===== src/rtl/fetch_stage.sv =====
// fetch_stage: RISC-V instruction-fetch stage with a req/ack instruction-memory port,
// a drain state for abandoned requests and a one-entry buffer for responses arriving under StallD.
module fetch_stage #(
  parameter int unsigned     XLEN      = 32,
  parameter logic [XLEN-1:0] RESET_PC  = '0,
  parameter logic [31:0]     NOP_INSTR = 32'h0000_0013
) (
  input  logic            clk,
  input  logic            rst,
  input  logic [1:0]      PCSrcE,
  input  logic [XLEN-1:0] PCTargetE,
  input  logic [XLEN-1:0] ALUResultE,
  input  logic            StallD,
  input  logic            FlushD,
  output logic            imem_req,
  output logic [XLEN-1:0] imem_addr,
  input  logic            imem_ack,
  input  logic [31:0]     imem_rdata,
  output logic [31:0]     InstrD,
  output logic [XLEN-1:0] PCD,
  output logic [XLEN-1:0] PCPlus4D,
  output logic            ValidD
);

  typedef enum logic [1:0] {
    S_FETCH = 2'd0,
    S_DRAIN = 2'd1,
    S_HOLD  = 2'd2
  } state_t;

  state_t          r_state,      w_state_nxt;
  logic [XLEN-1:0] r_pcf,        w_pcf_nxt;
  logic [XLEN-1:0] r_drain_addr, w_drain_addr_nxt;
  logic [31:0]     r_hold_instr, w_hold_instr_nxt;
  logic [XLEN-1:0] r_hold_pc,    w_hold_pc_nxt;
  logic [31:0]     r_instr_d,    w_instr_d_nxt;
  logic [XLEN-1:0] r_pc_d,       w_pc_d_nxt;
  logic [XLEN-1:0] r_pc_plus4_d, w_pc_plus4_d_nxt;
  logic            r_valid_d,    w_valid_d_nxt;

  logic            w_redirect;
  logic [XLEN-1:0] w_target;
  logic            w_fire;
  logic [XLEN-1:0] w_pcf_plus4;
  logic [XLEN-1:0] w_hold_plus4;

  // Memory port decode; request is forced low while reset is asserted.
  assign imem_req  = ~rst & (r_state != S_HOLD);
  assign imem_addr = (r_state == S_DRAIN) ? r_drain_addr : r_pcf;
  assign w_fire    = imem_req & imem_ack;

  // PCSrcE 2'b11 is reserved and behaves as sequential fetch.
  assign w_redirect   = (PCSrcE == 2'b01) || (PCSrcE == 2'b10);
  assign w_target     = (PCSrcE == 2'b10) ? (ALUResultE & ~XLEN'(1)) : PCTargetE;
  assign w_pcf_plus4  = r_pcf + XLEN'(4);
  assign w_hold_plus4 = r_hold_pc + XLEN'(4);

  assign InstrD   = r_instr_d;
  assign PCD      = r_pc_d;
  assign PCPlus4D = r_pc_plus4_d;
  assign ValidD   = r_valid_d;

  always_ff @(posedge clk or posedge rst) begin
    if (rst) begin
      r_state      <= S_FETCH;
      r_pcf        <= RESET_PC;
      r_drain_addr <= RESET_PC;
      r_hold_instr <= NOP_INSTR;
      r_hold_pc    <= '0;
      r_instr_d    <= NOP_INSTR;
      r_pc_d       <= '0;
      r_pc_plus4_d <= '0;
      r_valid_d    <= 1'b0;
    end else begin
      r_state      <= w_state_nxt;
      r_pcf        <= w_pcf_nxt;
      r_drain_addr <= w_drain_addr_nxt;
      r_hold_instr <= w_hold_instr_nxt;
      r_hold_pc    <= w_hold_pc_nxt;
      r_instr_d    <= w_instr_d_nxt;
      r_pc_d       <= w_pc_d_nxt;
      r_pc_plus4_d <= w_pc_plus4_d_nxt;
      r_valid_d    <= w_valid_d_nxt;
    end
  end

  // Next state, PC and IF/ID update; a bubble only touches InstrD/ValidD.
  always_comb begin
    w_state_nxt      = r_state;
    w_pcf_nxt        = r_pcf;
    w_drain_addr_nxt = r_drain_addr;
    w_hold_instr_nxt = r_hold_instr;
    w_hold_pc_nxt    = r_hold_pc;
    w_instr_d_nxt    = r_instr_d;
    w_pc_d_nxt       = r_pc_d;
    w_pc_plus4_d_nxt = r_pc_plus4_d;
    w_valid_d_nxt    = r_valid_d;

    if (w_redirect) begin
      w_pcf_nxt     = w_target;
      w_instr_d_nxt = NOP_INSTR;
      w_valid_d_nxt = 1'b0;
      unique case (r_state)
        S_FETCH: begin
          if (!w_fire) begin
            w_drain_addr_nxt = r_pcf;
            w_state_nxt      = S_DRAIN;
          end
        end
        S_DRAIN: begin
          if (w_fire) begin
            w_state_nxt = S_FETCH;
          end
        end
        S_HOLD:  w_state_nxt = S_FETCH;
        default: w_state_nxt = S_FETCH;
      endcase
    end else begin
      unique case (r_state)
        S_FETCH: begin
          if (w_fire) begin
            w_pcf_nxt = w_pcf_plus4;
            if (FlushD) begin
              w_instr_d_nxt = NOP_INSTR;
              w_valid_d_nxt = 1'b0;
            end else if (StallD) begin
              w_hold_instr_nxt = imem_rdata;
              w_hold_pc_nxt    = r_pcf;
              w_state_nxt      = S_HOLD;
            end else begin
              w_instr_d_nxt    = imem_rdata;
              w_pc_d_nxt       = r_pcf;
              w_pc_plus4_d_nxt = w_pcf_plus4;
              w_valid_d_nxt    = 1'b1;
            end
          end else if (FlushD || !StallD) begin
            w_instr_d_nxt = NOP_INSTR;
            w_valid_d_nxt = 1'b0;
          end
        end
        S_DRAIN: begin
          if (FlushD || !StallD) begin
            w_instr_d_nxt = NOP_INSTR;
            w_valid_d_nxt = 1'b0;
          end
          if (w_fire) begin
            w_state_nxt = S_FETCH;
          end
        end
        S_HOLD: begin
          // The buffered response survives a flush; only a redirect discards it.
          if (FlushD) begin
            w_instr_d_nxt = NOP_INSTR;
            w_valid_d_nxt = 1'b0;
          end else if (!StallD) begin
            w_instr_d_nxt    = r_hold_instr;
            w_pc_d_nxt       = r_hold_pc;
            w_pc_plus4_d_nxt = w_hold_plus4;
            w_valid_d_nxt    = 1'b1;
            w_state_nxt      = S_FETCH;
          end
        end
        default: w_state_nxt = S_FETCH;
      endcase
    end
  end

endmodule


===== config.mk =====
export PLATFORM = sky130hd
export DESIGN_NAME = fetch_stage
export DESIGN_NICKNAME = d
export VERILOG_FILES = /design/src/rtl/fetch_stage.sv
export SDC_FILE = /design/constraint.sdc
export NUM_CORES = 1
export LEC_CHECK = 0
export ABC_CLOCK_PERIOD_IN_PS = 6500
export CAP_MARGIN = 10
export CORE_ASPECT_RATIO = 0.8
export CORE_UTILIZATION = 40
export DETAILED_ROUTE_END_ITERATION = 7
export HOLD_SLACK_MARGIN = 0.05
export PLACE_DENSITY = 0.66
export SETUP_SLACK_MARGIN = 0.5
export SLEW_MARGIN = 20
export SYNTH_ARGS = -nofsm -noshare
export SYNTH_HDL_FRONTEND = slang
export SYNTH_SLANG_ARGS = --single-unit

===== constraint.sdc =====
create_clock -name clk -period 6.5 [get_ports clk]
set_input_delay 0.65 -clock clk [delete_from_list [all_inputs] [get_ports clk]]
set_output_delay 0.65 -clock clk [all_outputs]
set_load 0.02 [all_outputs]

* Yosys cells after proc, flatten, opt, wreduce, memory -nomap -nowiden
Index checks and enable logic that the tools add are counted.
** Operators by class
- Add/sub/neg operators :: 2
- Eq/ne operators :: 18
- Multiplexer cells :: 41
- Bitwise operators :: 6
- Reduce and logical (&&, ||, !) cells :: 14
** Operators by type and width (count)
- $mux 32 :: 22
- $pmux 32 s2 :: 2
- $pmux 32 s3 :: 1
- $add 32x3->32 const B :: 2
- $ne 3x3->1 const B :: 6
- $mux 2 :: 8
- $ne 2x2->1 const B :: 6
- $reduce_and 7->1 :: 1
- $pmux 2 s3 :: 1
- $reduce_and 3->1 :: 2
- $reduce_and 6->1 :: 1
- $reduce_bool 2->1 :: 3
- $mux 1 :: 5
- $ne 5x5->1 const B :: 1
- $reduce_and 5->1 :: 1
- $eq 2x1->1 const B :: 2
- $eq 2x2->1 const B :: 2
- $ne 4x4->1 const B :: 1
- $not 1->1 :: 4
- $pmux 2 s2 :: 1
- $reduce_bool 4->1 :: 1
- $pmux 1 s3 :: 1
- $and 1x1->1 :: 2
- $logic_not 2->1 :: 1
- 3 further kinds :: 4
** Storage, ports and cells
- Bits in registers :: 227
- Bits of input ports :: 103
- Output and inout port bits :: 130
- Logic and storage cells :: 90

* Longest topological paths before layout
- Depth in word-level cells :: 6
- Depth in mapped cells :: 10
- Gate-level depth less buffers :: 7

* Worst setup path after synthesis
OpenSTA, ideal clock, no wires.
- Kind :: input-to-reg
- From :: input PCSrcE[0]
- To :: register r_instr_d[10], in the netlist InstrD[10]
- Setup time :: 64 ps
- Arrival :: 2469 ps
- Data required time :: 6436 ps
- Path slack :: 3967 ps
- Cell stages on the path :: 10
- Buffers on the path :: 4
- Cell sequence :: inv_1 ha_1 clkbuf_1 nand2b_1 or3_1 clkbuf_1 nand2_1 clkbuf_1 buf_2 a21o_1
** On the way
- Longest elaborated chain between the ends :: 4
- Elaborated cells between the ends (all ways) :: 8
- Classes of those cells :: eq/ne: 4; mux: 1; reduce/logical: 3
** Ends and longest elaborated chain
- start, declared :: line 10 : input logic [1:0] PCSrcE,
- $eq 2x1->1 / $eq 2x2->1 (equally long branches) :: line 53 : assign w_redirect = (PCSrcE == 2'b01) || (PCSrcE == 2'b10);
- $logic_or 1x1->1 * :: line 53
- $ne 5x5->1 (no line), or another cell as far along
- $reduce_and 3->1 (no line)
- end signal, assigned :: line 80 : r_instr_d <= w_instr_d_nxt;
- end, declared :: line 36 : logic [31:0] r_instr_d, w_instr_d_nxt;
Every way passes the cells marked *; elsewhere a longest branch is shown, timed or not.
A chain may end at the register's enable or synchronous reset.

* Worst setup path in the final report
- From :: input PCSrcE[0]
- To :: register r_instr_d[30], in the netlist InstrD[30]
Same word-level chain as after synthesis.

==> run metrics <==
Clock Sinks=~230; post-CTS setup buffer count=0; CORE AREA=between 0.03 and 0.04 mm2; Post-synth EDFFs=0; H-tree Lvls=1; Crit path max-delay family=simple AND/OR/NAND/NOR gates; PwrDens=~440 mW/mm2; Netlist cell types=between 60 and 70; Clock Tree Buf Depth=3; Final HPWL DP=approximately 26 mm; final core occ=a little over half; routed len/inst=around 20 um; Final Cycle Share=roughly three fifths; FFs w/ async S/R, synth=100%; Setup violations, final=0; total CTS buffers=25; min Tclk post-route=3.96 ns; TritonCTS clock tree=yes; CP max-delay cell=nand2_1; Crit path largest cell delay=0.93 ns; Setup CP Type=in2reg; post_cts resized=0; Worst Hold Class=reg2reg; vias in the first global route=approximately 11000; syn_nets=about 1400; Worst IR Drop VDD=approximately 210 uV; critical path, cell by cell=clkdlybuf4s50_1 > inv_1 > ha_4 > nand2b_1 > or3_1 > nand2_1 > o21ai_0 > a32o_1; Die ar.=between 0.03 and 0.04 mm2; vias post-DR=10900; Fin. Hold Viols=0; clock transition at the registers of the reported paths=approximately 0.070 ns; Rel. slew slack=between 20% and 30%; run status=finished clean; Initial Util=approximately two fifths; Worst-Skew Late Latency=between 0.5 and 0.6 ns; DRT Wirelength=38.9 mm; CP arrival=between 4 and 5 ns; Syn. warnings=0; setup TNS=0 ns; Post-synth top flop=dfrtp_1; RSZ-0062 raised after global routing=false; fillers=2769; fraction of layout cells with a size suffix above 1=about 12%; RD Place Congestion=0.886; vias per cell=5.70; n_diodes=0; max cap viols=0; # hold bufs at CTS=0; Ports=about 230; post-synthesis sequential area ratio=44.5%; global-route wire length before repair=just over 60 mm; CTS Root Cell=clkbuf_16; drt drc=0; Max Fclk=253 MHz; fin. max-slew vios=0; synthesized instance count=1335; Rows=57; Worst Path Buf+Inv=2; worst-margin pin slew=~1.1 ns; DRT antenna net count=0; starting DRC count in detailed routing=between 900 and 1000; post-synthesis register bit count=225; startpoint types=input pin; largest net degree at the start of global routing=167; LEAKAGE=about 6.5 nW; Die W=between 200 and 250 um; TritonRoute pass-1 iters=5; Nets=1590; gr usage total=between 20% and 30%; total grt overflow=0; Area Overhead vs Synth=26.9%; cell area after synthesis=between 0.01 and 0.015 mm2; Mean Syn Cell Area=~9.5 um2; Buffers on Ports=~230; initial antenna violation count=1; crit path max fanout=between 70 and 80; CP required=just under 7 ns; CP endpoint kind=flop; Setup Skew=about 0.013 ns; Die Ht=161 um
## metrics by stage
step	hold slack, ns	std cells	worst slack [ns]	power (mW)	instance area [um2]
global route	0.504	1913	2.26	7.47	16100
detailed placement	0.469	1866	2.00	5.53	15200
floorplan	0.475	1335	2.92	4.23	12700
CTS	0.484	1912	2.57	7.10	16000
global placement	0.462	1866	2.04	5.44	15200
finish	0.478	1913	2.54	7.07	16100
## registers in the layout, indices dropped and copies added (netlist names), 2 cells and up
register,count
r_drain_addr,32
InstrD,32
r_pcf,32
r_hold_instr,32
PCPlus4D,30
PCD,32
r_hold_pc,32
r_state,2
## cell families (layout without fill, tap and decap cells)
logic type | Yosys count | after routing | synth area share (%)
buffers and inverters | 164 | 329 | 5.20
AO/OA/AOI/OAI | 319 | 319 | 16.0
flip-flops | 225 | 225 | 44.5
AND/OR/NAND/NOR | 403 | 403 | 16.2
XOR/XNOR | 70 | 70 | 4.84
multiplexers | 148 | 148 | 12.7
adder cells (fa/ha/maj) | 6 | 6 | 0.593
## layer usage
metal	wire (um)	part of all wire [%]	track usage, %	up-vias
met1	17600	45	33.7	5410
met3	2640	6.8	4.48	56
li1	-	-	-	5051
met4	903	2.3	5.52	2
met2	17700	46	37.2	388
met5	13	0.033	0	-
## Yosys cell counts, drive strengths merged, types with 34 or more instances
cell type	number	area share [%]
dfrtp	219	43
nand2	158	4.7
o21ai	126	5.0
mux2	100	8.9
clkbuf	88	2.6
a21oi	58	2.3
nand3	52	2.1
mux2i	48	3.8
buf	41	1.6
xnor2	39	2.7
inv	35	1.0
and3	34	1.7
## cells in the final DEF, fill, tap and decap left out, drive strengths merged, types with 32 or more instances in the layout
cell	count
mux2	100
nand2	158
clkdlybuf4s50	231
mux2i	48
and3	34
dfrtp	219
nand3	52
xnor2	39
clkbuf	35
inv	35
a21oi	58
nor2	32
o21ai	126
## where the power goes
group,switching [mW],total [mW],internal [mW]
Combinational,1.51,2.94,1.44
Sequential,0.572,2.58,2.00
Clock,0.600,1.55,0.953
Total,2.68,7.07,4.39
## tightest hold or removal path, delay by kind of cell, from the launching register on
family | cells | cell delay [ns]
compound gates | 1 | 0.06
flops | 1 | 0.34
simple gates | 1 | 0.05
## path summary, 6_finish.rpt
check                           slack, ns       start          endpoint  cells past startpoint
worst max-delay path                 2.54   PCSrcE[0]        InstrD[30]                      8
worst min-delay path                 0.48      PCD[9]            PCD[9]                      2
worst max register to register       2.87  r_state[0]        InstrD[29]                      7
worst min register to register       0.48      PCD[9]            PCD[9]                      2
max in group asynchronous            4.67         rst  r_drain_addr[15]                      3
min in group asynchronous            0.91         rst        r_state[1]                      3
## final cells by class
cell class	count	area, um2	area share [%]
Multi-Input combinational cell	946	6420	40.0
Sequential cell	225	5640	35.1
Timing Repair Buffer	248	2460	15.3
Clock buffer	35	703	4.38
Tap cell	413	517	3.22
Clock inverter	11	186	1.16
Inverter	35	135	0.841
(Power assumes the default switching activity.)
